### config.mk
export PLATFORM = sky130hd
export DESIGN_NAME = uart_pkt_tx_flat
export DESIGN_NICKNAME = d
export VERILOG_FILES = /design/src/rtl/uart_pkt_tx_if.sv /design/src/rtl/uart_pkt_tx.sv /design/src/flat_wrapper.sv
export SDC_FILE = /design/constraint.sdc
export NUM_CORES = 1
export LEC_CHECK = 0
export BUFFER_PORTS_ARGS = -buffer_cell sky130_fd_sc_hd__buf_2
export CORE_ASPECT_RATIO = 0.8
export CORE_UTILIZATION = 45
export CTS_BUF_LIST = sky130_fd_sc_hd__clkbuf_8
export CTS_CLUSTER_DIAMETER = 150
export DETAILED_ROUTE_END_ITERATION = 10
export PLACE_DENSITY = 0.68
export SYNTH_ARGS = -nofsm -noshare
export SYNTH_HDL_FRONTEND = slang
export SYNTH_SLANG_ARGS = --single-unit
### constraint.sdc
create_clock -name sys_clk -period 13.1 [get_ports sys_clk]
set_input_delay 2.62 -clock sys_clk [delete_from_list [all_inputs] [get_ports sys_clk]]
set_output_delay 2.62 -clock sys_clk [all_outputs]
set_load 0.005 [all_outputs]
### src/rtl/uart_pkt_tx_if.sv
// uart_pkt_tx_if -- packet handshake and serial output bundle for uart_pkt_tx.
// master: the packet source (application / loopback logic).
// slave : the transmitter itself.
interface uart_pkt_tx_if;
  logic         pkt_en;    // start request, sampled every cycle
  logic [127:0] pkt_data;  // payload, sampled on acceptance only
  logic         tx_busy;   // packet in flight
  logic         tx_done;   // one-cycle pulse on the last stop-bit cycle
  logic         uart_txd;  // serial line, idle high

  modport master (
    output pkt_en,
    output pkt_data,
    input  tx_busy,
    input  tx_done,
    input  uart_txd
  );

  modport slave (
    input  pkt_en,
    input  pkt_data,
    output tx_busy,
    output tx_done,
    output uart_txd
  );
endinterface

### src/rtl/uart_pkt_tx.sv
// uart_pkt_tx -- sends a 128-bit word as 16 back-to-back UART bytes,
// byte 0 (pkt_data[7:0]) first, each byte LSB first.
// Default framing is 8N1. Defining UART_TX_PARITY_EN adds an even-parity
// bit after the data bits (8E1). GAP_BITS idle bit-times separate the bytes
// of one packet; no gap follows the final byte.
module uart_pkt_tx #(
  parameter int CLK_FREQ = 50000000,
  parameter int UART_BPS = 115200,
  parameter int GAP_BITS = 0
) (
  input  logic           sys_clk,
  input  logic           sys_rst_n,
  uart_pkt_tx_if.slave   bus
);

  localparam int BPS_CNT = CLK_FREQ / UART_BPS;
  localparam int BAUD_W  = (BPS_CNT > 1) ? $clog2(BPS_CNT) : 1;
  localparam logic [BAUD_W-1:0] BAUD_LAST = BAUD_W'(BPS_CNT - 1);
  // With GAP_BITS = 0 this wraps to 15 and the GAP state is never entered.
  localparam logic [3:0]        GAP_LAST  = 4'(GAP_BITS - 1);

  typedef enum logic [2:0] {
    S_IDLE,
    S_START,
    S_DATA,
    S_PARITY,
    S_STOP,
    S_GAP
  } state_t;

  state_t              state_q, state_d;
  logic [BAUD_W-1:0]   baud_q, baud_d;
  logic [3:0]          bit_q, bit_d;    // data bit index, reused as gap bit count
  logic [3:0]          byte_q, byte_d;
  logic [127:0]        shift_q, shift_d;
  logic                txd_q, txd_d;
  logic                baud_end;
`ifdef UART_TX_PARITY_EN
  logic                parity_q, parity_d;
`endif

  assign baud_end = (baud_q == BAUD_LAST);

  // Next-state, counter and shift-register logic.
  always_comb begin
    // NOTE: every signal gets a default here, so no path through the case
    // below leaves one unassigned and no latch is inferred.
    state_d = state_q;
    baud_d  = baud_q;
    bit_d   = bit_q;
    byte_d  = byte_q;
    shift_d = shift_q;
`ifdef UART_TX_PARITY_EN
    parity_d = parity_q;
`endif

    // Baud counter runs in every non-idle state; all transitions out of
    // those states happen at baud_end, so it restarts at 0 on each change.
    if (state_q != S_IDLE) begin
      baud_d = baud_end ? '0 : baud_q + BAUD_W'(1);
    end

    case (state_q)
      S_IDLE: begin
        if (bus.pkt_en) begin
          state_d = S_START;
          shift_d = bus.pkt_data;
          baud_d  = '0;
          bit_d   = '0;
          byte_d  = '0;
        end
      end

      S_START: begin
        if (baud_end) begin
          state_d = S_DATA;
          bit_d   = '0;
`ifdef UART_TX_PARITY_EN
          parity_d = ^shift_q[7:0];
`endif
        end
      end

      S_DATA: begin
        if (baud_end) begin
          // After eight shifts the next byte sits in shift_q[7:0].
          shift_d = shift_q >> 1;
          if (bit_q == 4'd7) begin
            bit_d = '0;
`ifdef UART_TX_PARITY_EN
            state_d = S_PARITY;
`else
            state_d = S_STOP;
`endif
          end else begin
            bit_d = bit_q + 4'd1;
          end
        end
      end

`ifdef UART_TX_PARITY_EN
      S_PARITY: begin
        if (baud_end) begin
          state_d = S_STOP;
        end
      end
`endif

      S_STOP: begin
        if (baud_end) begin
          byte_d = byte_q + 4'd1;
          if (byte_q == 4'd15) begin
            state_d = S_IDLE;
          end else if (GAP_BITS > 0) begin
            state_d = S_GAP;
            bit_d   = '0;
          end else begin
            state_d = S_START;
          end
        end
      end

      S_GAP: begin
        if (baud_end) begin
          if (bit_q == GAP_LAST) begin
            state_d = S_START;
            bit_d   = '0;
          end else begin
            bit_d = bit_q + 4'd1;
          end
        end
      end

      default: begin
        state_d = S_IDLE;
      end
    endcase
  end

  // Line level for the coming cycle, decoded from the next state so that the
  // registered txd changes on the same edge as the state.
  always_comb begin
    txd_d = 1'b1;
    case (state_d)
      S_START:  txd_d = 1'b0;
      S_DATA:   txd_d = shift_d[0];
`ifdef UART_TX_PARITY_EN
      S_PARITY: txd_d = parity_d;
`endif
      default:  txd_d = 1'b1;
    endcase
  end

  // Control state and the output flop; reset aborts a packet immediately.
  always_ff @(posedge sys_clk or negedge sys_rst_n) begin
    if (!sys_rst_n) begin
      state_q <= S_IDLE;
      baud_q  <= '0;
      bit_q   <= '0;
      byte_q  <= '0;
      txd_q   <= 1'b1;
    end else begin
      // NOTE: non-blocking assignments so every flop samples pre-edge values.
      state_q <= state_d;
      baud_q  <= baud_d;
      bit_q   <= bit_d;
      byte_q  <= byte_d;
      txd_q   <= txd_d;
    end
  end

  // Payload datapath.
  // NOTE: no reset here; the shift register is always loaded on acceptance
  // before any of its bits reach the line.
  always_ff @(posedge sys_clk) begin
    shift_q <= shift_d;
`ifdef UART_TX_PARITY_EN
    parity_q <= parity_d;
`endif
  end

  assign bus.uart_txd = txd_q;
  assign bus.tx_busy  = (state_q != S_IDLE);
  assign bus.tx_done  = (state_q == S_STOP) && (byte_q == 4'd15) && baud_end;

endmodule

### src/flat_wrapper.sv
// flat-port wrapper written by rule: the top's interface ports become plain ports
module uart_pkt_tx_flat 
#(
  parameter int CLK_FREQ = 50000000,
  parameter int UART_BPS = 115200,
  parameter int GAP_BITS = 0
)
  (sys_clk, sys_rst_n, bus_pkt_en, bus_pkt_data, bus_tx_busy, bus_tx_done, bus_uart_txd);
  uart_pkt_tx_if bus_i ();
  input  logic sys_clk;
  input  logic sys_rst_n;
  input wire logic [$bits(bus_i.pkt_en)-1:0] bus_pkt_en;
  input wire logic [$bits(bus_i.pkt_data)-1:0] bus_pkt_data;
  output wire logic [$bits(bus_i.tx_busy)-1:0] bus_tx_busy;
  output wire logic [$bits(bus_i.tx_done)-1:0] bus_tx_done;
  output wire logic [$bits(bus_i.uart_txd)-1:0] bus_uart_txd;
  assign bus_i.pkt_en = bus_pkt_en;
  assign bus_i.pkt_data = bus_pkt_data;
  assign bus_tx_busy = bus_i.tx_busy;
  assign bus_tx_done = bus_i.tx_done;
  assign bus_uart_txd = bus_i.uart_txd;
  uart_pkt_tx #(.CLK_FREQ(CLK_FREQ), .UART_BPS(UART_BPS), .GAP_BITS(GAP_BITS)) u_core (.sys_clk(sys_clk), .sys_rst_n(sys_rst_n), .bus(bus_i));
endmodule
==> out/results.ini <==
[placement]
io_buffer_count=133
dp.cells=707
gp_congestion=0.7832
dpl_cell_area_um2=7139
dp_hpwl_mm=7.990

[clock_tree]
cts_tree=yes
clockBufferDepth=2
worstSkewPairLatency_ns=0.44
postCtsSetupBuffers=0
htreeDepth=4
postCtsResizedCells=0
path_clk_slew_ns=0.08
cts_root_buf=clkbuf_8
hold_buffers=0
cts_buffers=17
cts_sinks=149

[yosys]
synthSimpleGateAreaFrac_pct=5.472
synth_edf_count=127
syn-num-nets=558
synth_xor_xnor_area_share_pct=0.2766
yosysWarnings=0
synthCells=423
synth_compound_area_share_pct=21.30
syn_area_per_cell_um2=14.97
synth_seq_cells=149
yosysUniqueCellTypes=47
ys_seq_area_share_pct=68.85
synth_flop_cell=edfxtp_1
synthMuxAreaShare_pct=0.6717
async_flop_share_pct=14.09
synthAdderAreaFrac_pct=0.7902
syn_area_um2=6334
synth_top_family_by_area=compound AO/OA/AOI/OAI gates

[global_route]
grt_overflow=0
antenna_found_initial=2
grt_pass1_wl_mm=20.47
globalRouteTotalUtil_pct=18.68
grt_pass1_vias=3950
grt_max_degree=89

[routing]
drtAntennaViolNets=0
wl_met2_mm=5.680
wl_per_cell_um=17.74
drt_first_pass_iters=4
wl_mm=13.13
top_layer=met5
drt_iter0_markers=287
drc=0
routed-wl-met3_mm=1.057
vias=4182
viasPerCell=5.651
met1Wirelength_mm=6.187

[sta]
clock.fmax_mhz=193.6
min_period_over_period_pct=39.44
skew_ns=0.01000
fin_crit_ns=5.166
setup-tns-final_ns=0
relSlewSlack_pct=26.39
rsz0062_at_grt=no
maxSlewViolCount=0
hold_viol_final=0
tightestPinTransition_ns=1.104
finalSetupViolCount=0

[flow_run]
timing.max_cap.violations=0

[layout]
syn_to_final_growth_pct=18.67
drive_gt1_share_pct=31.66
stdcell_count=740
fin_area_um2=7516
finalNetCount=681

[run_status]
outcome=finished, final reports clean

[critical_path]
critical_path_arrival_ns=2.55
worstSetupStartpointType=register
crit_path_end_kind=primary output
crit_fanout=8
crit_required_ns=10.48
crit_type=register to primary output
rrSetupSlack_ns=9.50

[floorplanning]
start_util_pct=46.41
die_y_um=108.1
die_x_um=134.6
placementRows=38
dieArea_um2=14560
core_um2=13650
ios=134

[power_and_ir_drop]
pwr_density_cell_nw_per_um2=115.8
cellLeakagePower_uw=0.002695
ir_drop_v=0.00007467

[hold_path]
min_path_type=register to register

## Yosys cell counts, drive strengths merged (2+ instances only)
cell type  number  area [um2]
a211oi          2       15.01
o22ai           2       12.51
dfrtp          20       500.5
a21oi           3       15.01
o21ai          16       80.08
mux2i           2       20.02
nor2           18       67.56
ha              4       50.05
nor3            4       41.29
nor4            3       33.78
mux2            2       22.52
inv             4       15.01
o31ai           3       22.52
nand2b          6       37.54
a22o          127        1112
a221o           2       20.02
a2bb2oi         2       17.52
nand2           9       33.78
nand3           8       40.04
edfxtp        127        3814
buf            19       92.59
and3            4       25.02
or4b            2       20.02
a31oi           3       18.77
clkbuf         16       60.06
## path summary, 6_finish.rpt
path	startpoint	end	depth (start not counted)
setup / recovery	u_core.baud_q[1]	bus_tx_done	6
hold / removal	u_core.baud_q[8]	u_core.baud_q[8]	1
setup reg to reg	u_core.baud_q[1]	u_core.shift_q[111]	7
hold reg to reg	u_core.baud_q[8]	u_core.baud_q[8]	1
max in group asynchronous	sys_rst_n	u_core.bus.uart_txd	1
min in group asynchronous	sys_rst_n	u_core.bit_q[2]	1
## worst max-delay path, stage by stage (launching register included)
cell,delay [ns]
dfrtp_1,0.42
inv_1,0.08
ha_1,0.13
or4b_1,0.61
or2_1,0.40
nor4_1,0.30
buf_2,0.16
## area by class of cell
class                      count  area [um2]
antenna                        1       2.502
sequential                   149        4360
clock inverter                15       140.1
clock buffer                  17       234.0
multi-input combinational    235        1828
timing repair buffer         139       710.7
tap                          180       225.2
fill                        1128        6130
inverter                       4       15.01
## cells in the final DEF, fill, tap and decap left out, types with 2 or more instances in the layout
cell type / instances
edfxtp_1: 127
o31ai_1: 3
o22ai_1: 2
o21ai_1: 2
nor3_4: 2
a31oi_1: 3
inv_1: 5
clkinv_1: 3
a221o_1: 2
a22o_1: 127
nor2_1: 18
a2bb2oi_1: 2
a21oi_1: 3
buf_2: 133
and3_1: 4
bufinv_16: 2
clkbuf_8: 17
clkinv_2: 2
nor4_1: 2
nand2_1: 9
buf_4: 6
nor3_2: 2
clkinvlp_4: 5
a211oi_1: 2
dfrtp_1: 20
nand3_1: 8
mux2i_1: 2
o21ai_0: 13
ha_1: 4
nand2b_1: 6
## layer usage
metal	global-route usage, %	up-vias
met5	0	-
met4	7.063	2
met3	7.173	18
met2	26.22	126
met1	26.16	2063
li1	-	1973
## registers in the layout, summed over array words and instances (netlist names)
signal               count
u_core.baud_q            9
u_core.byte_q            4
u_core.bit_q             4
u_core.bus.uart_txd      1
u_core.shift_q         128
u_core.state_q           3
## metrics by stage
stage / utilization, % / power (uW) / setup WS (ns) / hold slack [ns]
final: 55.08 / 870.5 / 7.934 / 0.4920
after detailed placement: 52.32 / 541.9 / 7.765 / 0.4778
after CTS: 55.06 / 881.4 / 7.878 / 0.4944
after global placement: 52.32 / 541.1 / 7.812 / 0.4706
after global routing: 55.06 / 899.8 / 7.794 / 0.5456
after floorplan: - / 520.3 / 1.921 / 0.4443
## kinds of logic after synthesis
logic type / Yosys count
AO/OA/AOI/OAI: 164
XOR/XNOR: 2
adder cells (fa/ha/maj): 4
buffers and inverters: 39
flip-flops: 149
multiplexers: 4
AND/OR/NAND/NOR: 61
## power by group
group          switching, uW  internal (uW)  total (uW)
Sequential             0.291            508         508
Clock                    173            166         340
Combinational           8.37           14.6        23.0
Total                    182            689         871
(Power assumes the default switching activity.)
